### src/rtl/morse_pkg.sv
// Shared Morse definitions: symbol codes, encoder state enum, ASCII-to-pattern table.
// Pattern format: four 2-bit symbols, MSB pair sent first, leading empty pairs skipped.
// Pure definitions, no timing or flow control.
package morse_pkg;

  localparam logic [1:0] SYM_NONE = 2'b00;
  localparam logic [1:0] SYM_DOT  = 2'b01;
  localparam logic [1:0] SYM_DASH = 2'b10;

  typedef enum logic [2:0] {
    ST_IDLE,
    ST_MARK,
    ST_SYM_GAP,
    ST_CHAR_GAP,
    ST_WORD_GAP,
    ST_ERR
  } state_t;

  typedef struct packed {
    logic       vld;
    logic [7:0] pat;
  } lut_t;

  // Letters are case-folded; space is valid with an all-empty pattern.
  function automatic lut_t char_to_pattern(input logic [7:0] c);
    logic [7:0] u;
    lut_t       r;
    u     = (c >= 8'h61 && c <= 8'h7A) ? c - 8'h20 : c;
    r.vld = 1'b1;
    r.pat = 8'h00;
    case (u)
      8'h20: r.pat = 8'b00000000;
      "A":   r.pat = 8'b00000110;
      "B":   r.pat = 8'b10010101;
      "C":   r.pat = 8'b10011001;
      "D":   r.pat = 8'b00100101;
      "E":   r.pat = 8'b00000001;
      "F":   r.pat = 8'b01011001;
      "G":   r.pat = 8'b00101001;
      "H":   r.pat = 8'b01010101;
      "I":   r.pat = 8'b00000101;
      "J":   r.pat = 8'b01101010;
      "K":   r.pat = 8'b00100110;
      "L":   r.pat = 8'b01100101;
      "M":   r.pat = 8'b00001010;
      "N":   r.pat = 8'b00001001;
      "O":   r.pat = 8'b00101010;
      "P":   r.pat = 8'b01101001;
      "Q":   r.pat = 8'b10100110;
      "R":   r.pat = 8'b00011001;
      "S":   r.pat = 8'b00010101;
      "T":   r.pat = 8'b00000010;
      "U":   r.pat = 8'b00010110;
      "V":   r.pat = 8'b01010110;
      "W":   r.pat = 8'b00011010;
      "X":   r.pat = 8'b10010110;
      "Y":   r.pat = 8'b10011010;
      "Z":   r.pat = 8'b10100101;
      default: r.vld = 1'b0;
    endcase
    return r;
  endfunction

  // Shift leading empty pairs out so the first symbol to send sits in [7:6].
  function automatic logic [7:0] normalize(input logic [7:0] p);
    logic [7:0] r;
    r = p;
    for (int i = 0; i < 3; i++) begin
      if (r[7:6] == SYM_NONE) r = {r[5:0], 2'b00};
    end
    return r;
  endfunction

endpackage

### src/rtl/morse_lut.sv
// ASCII-to-Morse pattern lookup with supported-character flag.
// Latency: combinational, zero cycles.
// No flow control; the caller samples the result at its own handshake.
module morse_lut
  import morse_pkg::*;
(
  input  logic [7:0] ch,
  output logic [7:0] pat,
  output logic       vld
);

  lut_t res;

  assign res = char_to_pattern(ch);
  assign pat = res.pat;
  assign vld = res.vld;

endmodule

### src/rtl/morse_encoder.sv
// Keys one ASCII character as Morse on key_out with unit-accurate marks and gaps.
// Latency: key_out rises the cycle after transfer; char_done in the last gap cycle.
// Backpressure: in_ready only in IDLE; in_valid outside IDLE is ignored, no queueing.
module morse_encoder
  import morse_pkg::*;
#(
  parameter int UNIT_CYCLES = 4
) (
  input  logic       clk,
  input  logic       rst,
  input  logic [7:0] in_char,
  input  logic       in_valid,
  output logic       in_ready,
  output logic       key_out,
  output logic       busy,
  output logic [7:0] morse_array,
  output logic       char_done,
  output logic       err
);

  localparam int CW = $clog2(4 * UNIT_CYCLES + 1);
  typedef logic [CW-1:0] cnt_t;

  localparam cnt_t LEN_1 = cnt_t'(UNIT_CYCLES);
  localparam cnt_t LEN_3 = cnt_t'(3 * UNIT_CYCLES);
  localparam cnt_t LEN_4 = cnt_t'(4 * UNIT_CYCLES);

  // Length of a state in cycles; a mark's length depends on the symbol being sent.
  function automatic cnt_t state_len(input state_t st, input logic [1:0] sym);
    case (st)
      ST_MARK:     return (sym == SYM_DASH) ? LEN_3 : LEN_1;
      ST_SYM_GAP:  return LEN_1;
      ST_CHAR_GAP: return LEN_3;
      ST_WORD_GAP: return LEN_4;
      default:     return cnt_t'(1);
    endcase
  endfunction

  logic [7:0] lut_pat;
  logic       lut_vld;

  morse_lut u_lut (
    .ch  (in_char),
    .pat (lut_pat),
    .vld (lut_vld)
  );

  state_t     state_q, state_d;
  cnt_t       cnt_q, cnt_d;
  logic [7:0] shr_q, shr_d;
  logic [7:0] arr_q, arr_d;
  logic       key_q, key_d;
  logic       busy_q, busy_d;
  logic       rdy_q, rdy_d;
  logic       err_q, err_d;
  logic       done_q, done_d;
  logic       last;

  // Next state, unit counter, symbol shifter and the registered output values.
  always_comb begin
    state_d = state_q;
    cnt_d   = cnt_q + cnt_t'(1);
    shr_d   = shr_q;
    arr_d   = arr_q;
    last    = (cnt_q == state_len(state_q, shr_q[7:6]) - cnt_t'(1));
    case (state_q)
      ST_IDLE: begin
        cnt_d = '0;
        if (in_valid) begin
          if (!lut_vld) begin
            state_d = ST_ERR;
          end else if (lut_pat == 8'h00) begin
            state_d = ST_WORD_GAP;
            arr_d   = 8'h00;
          end else begin
            state_d = ST_MARK;
            arr_d   = lut_pat;
            shr_d   = normalize(lut_pat);
          end
        end
      end
      ST_MARK: begin
        if (last) begin
          shr_d   = {shr_q[5:0], 2'b00};
          state_d = (shr_q[5:4] != SYM_NONE) ? ST_SYM_GAP : ST_CHAR_GAP;
        end
      end
      ST_SYM_GAP: begin
        if (last) state_d = ST_MARK;
      end
      ST_CHAR_GAP, ST_WORD_GAP: begin
        if (last) state_d = ST_IDLE;
      end
      default: state_d = ST_IDLE;
    endcase
    // Every state change restarts the unit count so no drift accumulates.
    if (state_d != state_q) cnt_d = '0;
    key_d  = (state_d == ST_MARK);
    busy_d = (state_d != ST_IDLE);
    rdy_d  = (state_d == ST_IDLE);
    err_d  = (state_d == ST_ERR);
    done_d = ((state_d == ST_CHAR_GAP) || (state_d == ST_WORD_GAP)) &&
             (cnt_d == state_len(state_d, shr_d[7:6]) - cnt_t'(1));
  end

  // Encoder FSM state and registered outputs; reset aborts any character in flight.
  always_ff @(posedge clk or negedge rst) begin
    if (!rst) begin
      state_q <= ST_IDLE;
      cnt_q   <= '0;
      shr_q   <= 8'h00;
      arr_q   <= 8'h00;
      key_q   <= 1'b0;
      busy_q  <= 1'b0;
      rdy_q   <= 1'b1;
      err_q   <= 1'b0;
      done_q  <= 1'b0;
    end else begin
      state_q <= state_d;
      cnt_q   <= cnt_d;
      shr_q   <= shr_d;
      arr_q   <= arr_d;
      key_q   <= key_d;
      busy_q  <= busy_d;
      rdy_q   <= rdy_d;
      err_q   <= err_d;
      done_q  <= done_d;
    end
  end

  assign in_ready    = rdy_q;
  assign key_out     = key_q;
  assign busy        = busy_q;
  assign morse_array = arr_q;
  assign char_done   = done_q;
  assign err         = err_q;

endmodule
### config.mk
export PLATFORM = sky130hd
export DESIGN_NAME = morse_encoder
export DESIGN_NICKNAME = d
export VERILOG_FILES = /design/src/rtl/morse_pkg.sv /design/src/rtl/morse_lut.sv /design/src/rtl/morse_encoder.sv
export SDC_FILE = /design/constraint.sdc
export NUM_CORES = 1
export LEC_CHECK = 0
export BUFFER_PORTS_ARGS = -buffer_cell sky130_fd_sc_hd__buf_2
export CAP_MARGIN = 30
export CORE_MARGIN = 8
export CORE_UTILIZATION = 55
export CTS_BUF_LIST = sky130_fd_sc_hd__clkbuf_4 sky130_fd_sc_hd__clkbuf_8 sky130_fd_sc_hd__clkbuf_16
export CTS_CLUSTER_SIZE = 16
export DETAILED_ROUTE_END_ITERATION = 10
export PLACE_DENSITY = 0.87
export SLEW_MARGIN = 40
export SYNTH_ARGS = -nofsm -noshare
export SYNTH_HDL_FRONTEND = slang
export SYNTH_SLANG_ARGS = --single-unit
### constraint.sdc
create_clock -name clk -period 3.19 [get_ports clk]
set_input_delay 0 -clock clk [delete_from_list [all_inputs] [get_ports clk]]
set_output_delay 0 -clock clk [all_outputs]
set_load 0.05 [all_outputs]
==> results.ini, run 1 <==
[clocking]
postCtsSetupBuffers=0
clock-sinks=29
cts-resized-gates=0
cts_max_path_buffers=2
clk_pin_slew_ns=0.07
htree_num_levels=2
cts_inserted_buffers=5
cts-root-buf=clkbuf_8
insertion_delay_ns=0.28
cts_tree=yes

[placement]
hpwl_um=4190
port_buffers=23
gp_congestion=0.990

[floorplanning]
die_area_mm2=0.00647
ios=24
core_area_mm2=0.00400
fp-row-count=23
die_h_um=80.4
die_x_um=80.4
initial_core_util_pct=57.1

[yosys]
synth_edf_count=0
synth-seq-area-share_pct=31.9
yosys.area.top_type=dfrtp_1
synth.cell_area_mm2=0.00228
ys_ff_latch=29
ys.flop_type=dfrtp_1
yosys-top-cells-area=dfrtp_1 31%, nor2_1 4.8%, o21ai_0 4.2%
async_flop_share_pct=100
synth_cells=273
ys_warn_count=0
synth.distinct_cells=70
netlist.area_leader.share_pct=30.7
syn_nets=286
syn_area_per_cell_um2=8.36

[sta]
fmax_ghz=0.352
skew_ns=0.00804
slew_viol_final=0
worstMarginPinSlew_ns=0.722
rsz0062_at_grt=no
setup_viol=0
min_period_over_period_pct=89.0
period_minus_slack_ns=2.84
relSlewSlack_pct=51.1
final_hold_viol_count=0
fin_tns_setup_ns=0

[cells_and_area]
nFillCells=356
nets=309
drive_gt1_share_pct=19.5
fin_util_pct=62.7
num_antenna_cells=0
area_delta_synth_final_pct=9.98

[drt]
viasPerCell=6.51
wl_um=5670
drc=0
via_count=2260
ant_nets=0
detail_route.first_pass.iterations=5
initialDrtViolationCount=156
wl_per_cell_um=16.3

[grt]
grt_busiest_layer=met2
grt_pass1_vias=2095
met2_usage_pct=28.0
grt_use_met1_pct=22.3
grt_max_degree=30
grtUsageTotal_pct=17.9
grt_pass1_wl_um=9430
overflow=0
use_met3_pct=4.24
antenna_found_initial=0

[critical_path]
crit_path_end_kind=flop
startpoint_type=flop
required_ns=3.39
worst-endpoint-arrival_ns=3.04
crit_fanout=14
worstSetupPathType=reg2reg

[run_status]
outcome=finished, final reports clean

[flow_run]
drv_cap=0

[hold_path]
hold_path.class=in2reg

[pwr]
irDropWorstVdd_v=0.000454
cellLeakagePower_uw=0.00106
p_total_uw=1790
p_per_area_mw_per_mm2=715

==> stage by stage <==
stage / hold WS (ns) / instances / area, um2 / worst slack [ns]
global placement: 0.0437 / 338 / 2410 / 0.442
detailed placement: 0.0505 / 338 / 2410 / 0.405
CTS: 0.0656 / 347 / 2510 / 0.372
finish: 0.0748 / 347 / 2510 / 0.352
floorplan: -0.296 / 273 / 2280 / 0.577
global route: 0.0887 / 347 / 2510 / 0.187
==> flip-flops by register name, indices dropped and copies added (netlist names) <==
| register | cells |
|---|---|
| busy | 1 |
| char_done | 1 |
| state_q | 3 |
| shr_q | 8 |
| morse_array | 8 |
| err | 1 |
| key_out | 1 |
| in_ready | 1 |
| cnt_q | 5 |
==> worst max-delay path, cell delays in order, from the launching register on <==
cell,delay (ns)
dfrtp_1,0.51
or4_1,0.53
o21ai_0,0.09
a22oi_1,0.11
a211o_1,0.35
o21ai_0,0.19
a21oi_1,0.11
or4b_2,0.68
a21oi_1,0.18
==> Yosys cell counts (all sizes together) (3+ instances only) <==
| cell | number |
|---|---|
| xor2 | 4 |
| nor4 | 3 |
| nand2b | 6 |
| buf | 4 |
| a21o | 4 |
| a211oi | 3 |
| a21oi | 14 |
| mux2 | 3 |
| dfrtp | 28 |
| a221o | 3 |
| a32o | 3 |
| clkbuf | 11 |
| a22oi | 5 |
| nor2 | 29 |
| o22ai | 3 |
| or4 | 4 |
| inv | 8 |
| a31oi | 5 |
| o21ai | 20 |
| nor3 | 7 |
| nand3 | 9 |
| or2 | 6 |
| and2 | 4 |
| nand3b | 5 |
| nor2b | 6 |
| nor3b | 4 |
| a311oi | 3 |
| nand2 | 21 |
| or3 | 3 |
==> per-layer routing <==
layer	share of wire, %	wire length (um)
met2	47	2680
met1	43	2420
met4	2.6	145
met5	0	0
met3	7.5	428
==> worst paths after layout <==
| path | from | endpoint | slack [ns] | depth (start not counted) |
|---|---|---|---|---|
| hold reg to reg | morse_array[6] | morse_array[6] | 0.50 | 1 |
| min in group asynchronous | rst | char_done | 0.27 | 2 |
| max in group asynchronous | rst | err | 2.50 | 2 |
| hold / removal | in_valid | shr_q[0] | 0.07 | 3 |
| setup / recovery | state_q[0] | char_done | 0.35 | 8 |
| setup reg to reg | state_q[0] | char_done | 0.35 | 8 |
==> placed cells by master (no fill, tap or decap), types with 4 or more instances in the layout <==
| cell type | count |
|---|---|
| clkbuf_8 | 5 |
| nor3b_1 | 4 |
| nand2b_1 | 6 |
| or2_2 | 4 |
| nand3_1 | 9 |
| a21o_1 | 4 |
| buf_2 | 23 |
| buf_4 | 7 |
| nand2_1 | 21 |
| and2_1 | 4 |
| nand3b_1 | 5 |
| nor2b_1 | 6 |
| o21ai_0 | 19 |
| a21oi_1 | 14 |
| xor2_1 | 4 |
| dfrtp_1 | 28 |
| a31oi_1 | 5 |
| nor2_1 | 29 |
| a22oi_1 | 5 |
| inv_1 | 8 |
| nor3_1 | 7 |
==> kinds of logic (layout without fill, tap and decap cells) <==
family	after synthesis	count (layout)	synth area share, %
and+or+nand+nor	119	119	28.3
AOI/OAI and AO/OA	90	90	28.8
DFF	29	29	31.9
xor gates and xnor gates	5	5	1.92
muxes	5	5	2.36
adders and majority gates	2	2	1.10
buffers and inverters	23	47	5.65
==> area by class of cell <==
class | count | area (um2) | area share [%]
Timing Repair Buffer | 31 | 178 | 7.08
Clock inverter | 3 | 17.5 | 0.698
Inverter | 8 | 30.0 | 1.20
Multi-Input combinational cell | 221 | 1430 | 56.8
Sequential cell | 29 | 727 | 29.0
Tap cell | 50 | 62.6 | 2.49
Clock buffer | 5 | 68.8 | 2.74
==> repair_timing <==
| item | 4_1_cts | 5_1_grt |
|---|---|---|
| hold endpoints to repair | 28 | 0 |
| setup endpoints to repair | 0 | 0 |
| hold buffers | 1 | 0 |
==> power by group <==
| part | internal, uW | switching [uW] |
|---|---|---|
| sequential | 488 | 110 |
| combinational | 312 | 591 |
| clock | 150 | 143 |
Power figures use the tool's default switching activity.
==> inputs of run 2 (changes only) <==
- CORE_ASPECT_RATIO: not set -> 0.75
- CORE_UTILIZATION: 55 -> 59
- PLACE_DENSITY: 0.87 -> 0.92
==> run 2 against run 1 <==
Fmax is 1.2% lower. Clock power is 2% higher. Non-clock buffer count down 1. Final area barely moved. Final cell count grew 0.29%. Largest cell class unchanged. Clock-buffer cell count is 1 higher. Hold slack better by 0.012 ns. Clock skew down 0.0046 ns. Via count rose by 5.0%. Largest power group unchanged.
==> results.ini, run 2 (synthesized netlist as in run 1, its figures left out) <==
[run_status]
outcome=finished, final reports clean

[drt]
wl_um=6100  ; +7.5%
initialDrtViolationCount=282  ; +81%
ant_nets=0  ; unchanged
via_count=2374  ; +5.0%
wl_per_cell_um=17.5  ; +7.2%
viasPerCell=6.82  ; +4.7%
detail_route.first_pass.iterations=8  ; +3
drc=0  ; unchanged

[floorplanning]
initial_core_util_pct=61.9  ; +4.9 points
die_x_um=87.8  ; +9.2%
die_h_um=69.9  ; -13%
die_area_mm2=0.00613  ; -5.1%
core_area_mm2=0.00368  ; -7.9%
fp-row-count=19  ; -17%
ios=24  ; unchanged

[critical_path]
r2r_slack_ns=0.32  ; -0.03 ns
crit_fanout=14  ; unchanged
ff2ff_path_depth=8  ; unchanged
r2r-end=char_done
startpoint_type=flop
crit_path_end_kind=flop
worst-endpoint-arrival_ns=3.08  ; +0.04 ns
r2r_start=state_q[0]
worstSetupPathType=reg2reg
required_ns=3.40  ; about the same

[grt]
grt_max_degree=30  ; unchanged
overflow=0  ; unchanged
grt_pass1_wl_um=9970  ; +5.7%
antenna_found_initial=0  ; unchanged
grt_pass1_vias=2166  ; +3.4%
grtUsageTotal_pct=19.9  ; +2.0 points

[sta]
fin_tns_setup_ns=0  ; unchanged
final_hold_viol_count=0  ; unchanged
min_period_over_period_pct=90.0  ; +1.0 points
fmax_ghz=0.348  ; -1.2%
worstMarginPinSlew_ns=0.621  ; -0.101 ns
rsz0062_at_grt=no
period_minus_slack_ns=2.87  ; +0.0335 ns
setup_ws_ns=0.319  ; -0.0335 ns
slew_viol_final=0  ; unchanged
setup_viol=0  ; unchanged
relSlewSlack_pct=58.2  ; +7.1 points
skew_ns=0.00340  ; -0.00464 ns

[placement]
gp_congestion=0.963  ; -2.8%
place_area_mm2=0.00241  ; -0.21%
hpwl_um=4440  ; +6.0%
port_buffers=23  ; unchanged
dp.cells=339  ; +0.30%
place_worst_setup_slack_ns=0.332  ; -0.0733 ns

[cells_and_area]
nets=308  ; -0.32%
area_delta_synth_final_pct=10.1  ; about the same
num_antenna_cells=0  ; unchanged
mostFrequentLayoutCells=29 x nor2_1, 28 x dfrtp_1, 23 x buf_2
fin_util_pct=68.2  ; +5.4 points
drive_gt1_share_pct=19.6  ; +0.066 points
nFillCells=309  ; -13%
stdcell_area_mm2=0.00251  ; about the same
final_common_cell=nor2_1
instances_no_fill=348  ; +0.29%

[hold_path]
min-delay-start=in_valid
hold_end=shr_q[1]
hold_path.class=in2reg
hold_depth=3  ; unchanged

[clocking]
insertion_delay_ns=0.28  ; about the same
cts_tree=yes
cts-root-buf=clkbuf_8
clock-sinks=29  ; unchanged
cts_max_path_buffers=2  ; unchanged
cts_inserted_buffers=5  ; unchanged
clk_pin_slew_ns=0.06  ; about the same
htree_num_levels=2  ; unchanged
cts-resized-gates=0  ; unchanged

[pwr]
cellLeakagePower_uw=0.00106  ; about the same
irDropWorstVdd_v=0.000558  ; +23%
p_per_area_mw_per_mm2=718  ; +0.48%

[flow_run]
drv_cap=0  ; unchanged

==> run 2: cell types whose count changed in the layout (fill, tap and decap cells not counted) <==
cell / previous run / this run
buf_4: 7 / 6
clkbuf_4: 0 / 1
clkinvlp_4: 1 / 0
o311ai_1: 1 / 0
o311ai_2: 0 / 1
==> run 2: final cells by class <==
class | instances | area [um2] | share of cell area [%]
Tap cell | 52 | 65.1 | 2.59
Timing Repair Buffer | 30 | 170 | 6.77
Multi-Input combinational cell | 221 | 1430 | 57.1
Clock buffer | 6 | 76.3 | 3.04
Clock inverter | 2 | 10.0 | 0.398
Inverter | 8 | 30.0 | 1.20
Sequential cell | 29 | 727 | 28.9
==> run 2: where the power goes <==
part,leakage [uW],internal (uW),switching [uW]
sequential,0.000378,488,114
clock,0.0000484,159,139
combinational,0.000632,299,605
total,0.00106,946,858
==> run 2: worst max-delay path by stage <==
| stage | startpoint | to | slack [ns] | cells past startpoint |
|---|---|---|---|---|
| 2_1_floorplan | state_q[1] | char_done | 0.58 | 9 |
| 3_3_place_gp | in_char[2] | shr_q[5] | 0.43 | 9 |
| 3_5_place_dp | in_char[3] | shr_q[5] | 0.33 | 9 |
| 4_1_cts | state_q[0] | char_done | 0.39 | 8 |
| 5_1_grt | state_q[0] | char_done | 0.15 | 8 |
| 6_report | state_q[0] | char_done | 0.32 | 8 |
==> run 2: through the flow <==
stage | hold WS, ns | total power [uW]
2_1_floorplan | -0.296 | 1290
3_3_place_gp | 0.0459 | 1450
3_5_place_dp | 0.0565 | 1490
4_1_cts | 0.0731 | 1800
5_1_grt | 0.103 | 1920
6_report | 0.0864 | 1800
==> run 2: worst max-delay path, stage by stage (launching register included) <==
cell      delay [ns]
dfrtp_1         0.50
or4_1           0.54
o21ai_0         0.10
a22oi_1         0.11
a211oi_1        0.57
nand3b_1        0.15
a21oi_1         0.41
o221ai_1        0.24
a21oi_1         0.18
==> run 2: what timing repair did <==
action	in CTS	in global routing
endpoints found under the hold margin	28	0
setup buffers	0	0
hold buffers	1	0
==> run 2: metal layers <==
metal	routed length, um	part of all wire (%)	track usage [%]
met1	2640	43	27.5
met2	2560	42	28.5
met3	769	13	5.96
met4	121	2.0	6.65
met5	0	0	0
==> inputs of run 3 (changes only) <==
--- a/config.mk
+++ b/config.mk
@@ -15,3 +15,3 @@
 export DETAILED_ROUTE_END_ITERATION = 10
-export PLACE_DENSITY = 0.92
+export PLACE_DENSITY = 0.86
 export SLEW_MARGIN = 40
==> constraint.sdc (replaced) <==
create_clock -name clk -period 3.19 [get_ports clk]
set_input_delay 0.1595 -clock clk [delete_from_list [all_inputs] [get_ports clk]]
set_output_delay 0.1595 -clock clk [all_outputs]
set_load 0.05 [all_outputs]
==> run 3 against run 2 <==
Critical path depth is the same. Wire length decreased by 4.3%. Register-to-register slack better by 0.06 ns.
==> results.ini, run 3 (synthesized netlist as in run 1, its figures left out) <==
[cells_and_area]
final_common_cell=nor2_1
area_delta_synth_final_pct=14.2
stdcell_area_mm2=0.00261  ; +3.7%
nets=316  ; +2.6%
num_antenna_cells=0  ; unchanged
instances_no_fill=356  ; +2.3%
mostFrequentLayoutCells=29 x nor2_1, 28 x dfrtp_1, 23 x buf_2
drive_gt1_share_pct=21.7  ; +2.1 points

[critical_path]
crit_fanout=10  ; -4
startpoint_type=flop
crit_path_start=state_q[1]
crit_path_end_kind=flop
worstSetupPathType=reg2reg
worst-endpoint-arrival_ns=3.01  ; -0.07 ns
r2r_start=state_q[1]
required_ns=3.39  ; about the same

[clocking]
clock-sinks=29  ; unchanged
postCtsSetupBuffers=0  ; unchanged
cts_tree=yes
insertion_delay_ns=0.28  ; about the same
cts_inserted_buffers=5  ; unchanged
clk_pin_slew_ns=0.06  ; about the same
htree_num_levels=2  ; unchanged
cts_max_path_buffers=2  ; unchanged
cts-root-buf=clkbuf_8

[placement]
place_area_mm2=0.00248  ; +2.8%
gp_congestion=0.940  ; -2.3%
port_buffers=23  ; unchanged
dp.cells=347  ; +2.4%
hpwl_um=4430  ; -0.21%

[sta]
fmax_ghz=0.356  ; +2.2%
final_hold_viol_count=0  ; unchanged
skew_ns=0.00542  ; +0.00202 ns
setup_viol=0  ; unchanged
worstMarginPinSlew_ns=0.620  ; -0.0000607 ns
fin_tns_setup_ns=0  ; unchanged
rsz0062_at_grt=no
relSlewSlack_pct=58.6  ; +0.44 points
period_minus_slack_ns=2.81  ; -0.0622 ns
min_period_over_period_pct=88.1  ; -2.0 points
slew_viol_final=0  ; unchanged

[floorplanning]
ios=24  ; unchanged
die_x_um=87.8  ; unchanged
die_h_um=69.9  ; unchanged
die_area_mm2=0.00613  ; unchanged
core_area_mm2=0.00368  ; unchanged
fp-row-count=19  ; unchanged
initial_core_util_pct=61.9  ; unchanged

[drt]
drc=0  ; unchanged
detail_route.first_pass.iterations=5  ; -3
wl_per_cell_um=16.4  ; -6.5%
viasPerCell=6.51  ; -4.6%
wl_um=5830  ; -4.3%
ant_nets=0  ; unchanged
initialDrtViolationCount=256  ; -9.2%
via_count=2318  ; -2.4%

[grt]
grtUsageTotal_pct=19.7  ; -0.25 points
antenna_found_initial=0  ; unchanged
grt_max_degree=30  ; unchanged
grt_pass1_wl_um=9730  ; -2.4%
grt_pass1_vias=2054  ; -5.2%
overflow=0  ; unchanged

[pwr]
irDropWorstVdd_v=0.000770  ; +38%
p_per_area_mw_per_mm2=735  ; +2.3%
cellLeakagePower_uw=0.00111  ; +5.0%

[hold_path]
min-delay-start=in_valid
hold_path.class=in2reg

[run_status]
outcome=finished, final reports clean

[flow_run]
drv_cap=0  ; unchanged

[run 3: repair_timing]
action	4_1_cts	5_1_grt
hold buffers	1	0
endpoints found under the setup margin	0	0
endpoints found under the hold margin	28	0
resized for setup	0	0
[run 3: path summary, 6_finish.rpt]
kind                                       end  slack (ns)  depth (start not counted)
worst max register to register       char_done        0.38                          8
worst max-delay path                 char_done        0.38                          8
worst min-delay path                  shr_q[1]        0.23                          3
worst min register to register        shr_q[1]        0.49                          2
min in group asynchronous             cnt_q[2]        0.43                          2
max in group asynchronous       morse_array[0]        2.36                          2
[run 3: power breakdown]
group | internal [uW] | switching (uW)
clock network | 263 | 137
logic | 325 | 606
registers | 488 | 97.3
total | 1080 | 839
[run 3: metal layers]
layer  wire length, um  vias up  share of wire (%)  GRT usage, %
met5                 0        -                  0             0
met2              2420      117                 41          26.9
met1              2710     1099                 47          28.1
met4                53        0               0.91          5.70
met3               645        8                 11          6.54
li1                  -     1094                  -             -
[run 3: critical path: stages, from the launching register on]
cell and delay (ns):
dfrtp_1 0.49, or4_1 0.56, o21ai_0 0.09, a22oi_1 0.12, a211o_1 0.36, o21ai_0 0.19, a21oi_1 0.11, or4b_2 0.67
a21oi_1 0.15
[run 3: cell type report]
class | count | area (um2)
Multi-Input combinational cell | 221 | 1430
Fill cell | 288 | 1080
Sequential cell | 29 | 727
Timing Repair Buffer | 38 | 230
Clock buffer | 7 | 90.1
Tap cell | 52 | 65.1
Clock inverter | 1 | 30.0
Inverter | 8 | 30.0
[run 3: metrics by stage]
step	utilization, %	setup WS, ns	hold slack, ns	total power [uW]
CTS	70.7	0.398	0.223	1920
finish	70.7	0.381	0.232	1920
floorplan	-	0.577	-0.136	1290
global route	70.7	0.239	0.246	2040
global placement	67.0	0.370	0.199	1480
detailed placement	67.2	0.255	0.219	1510
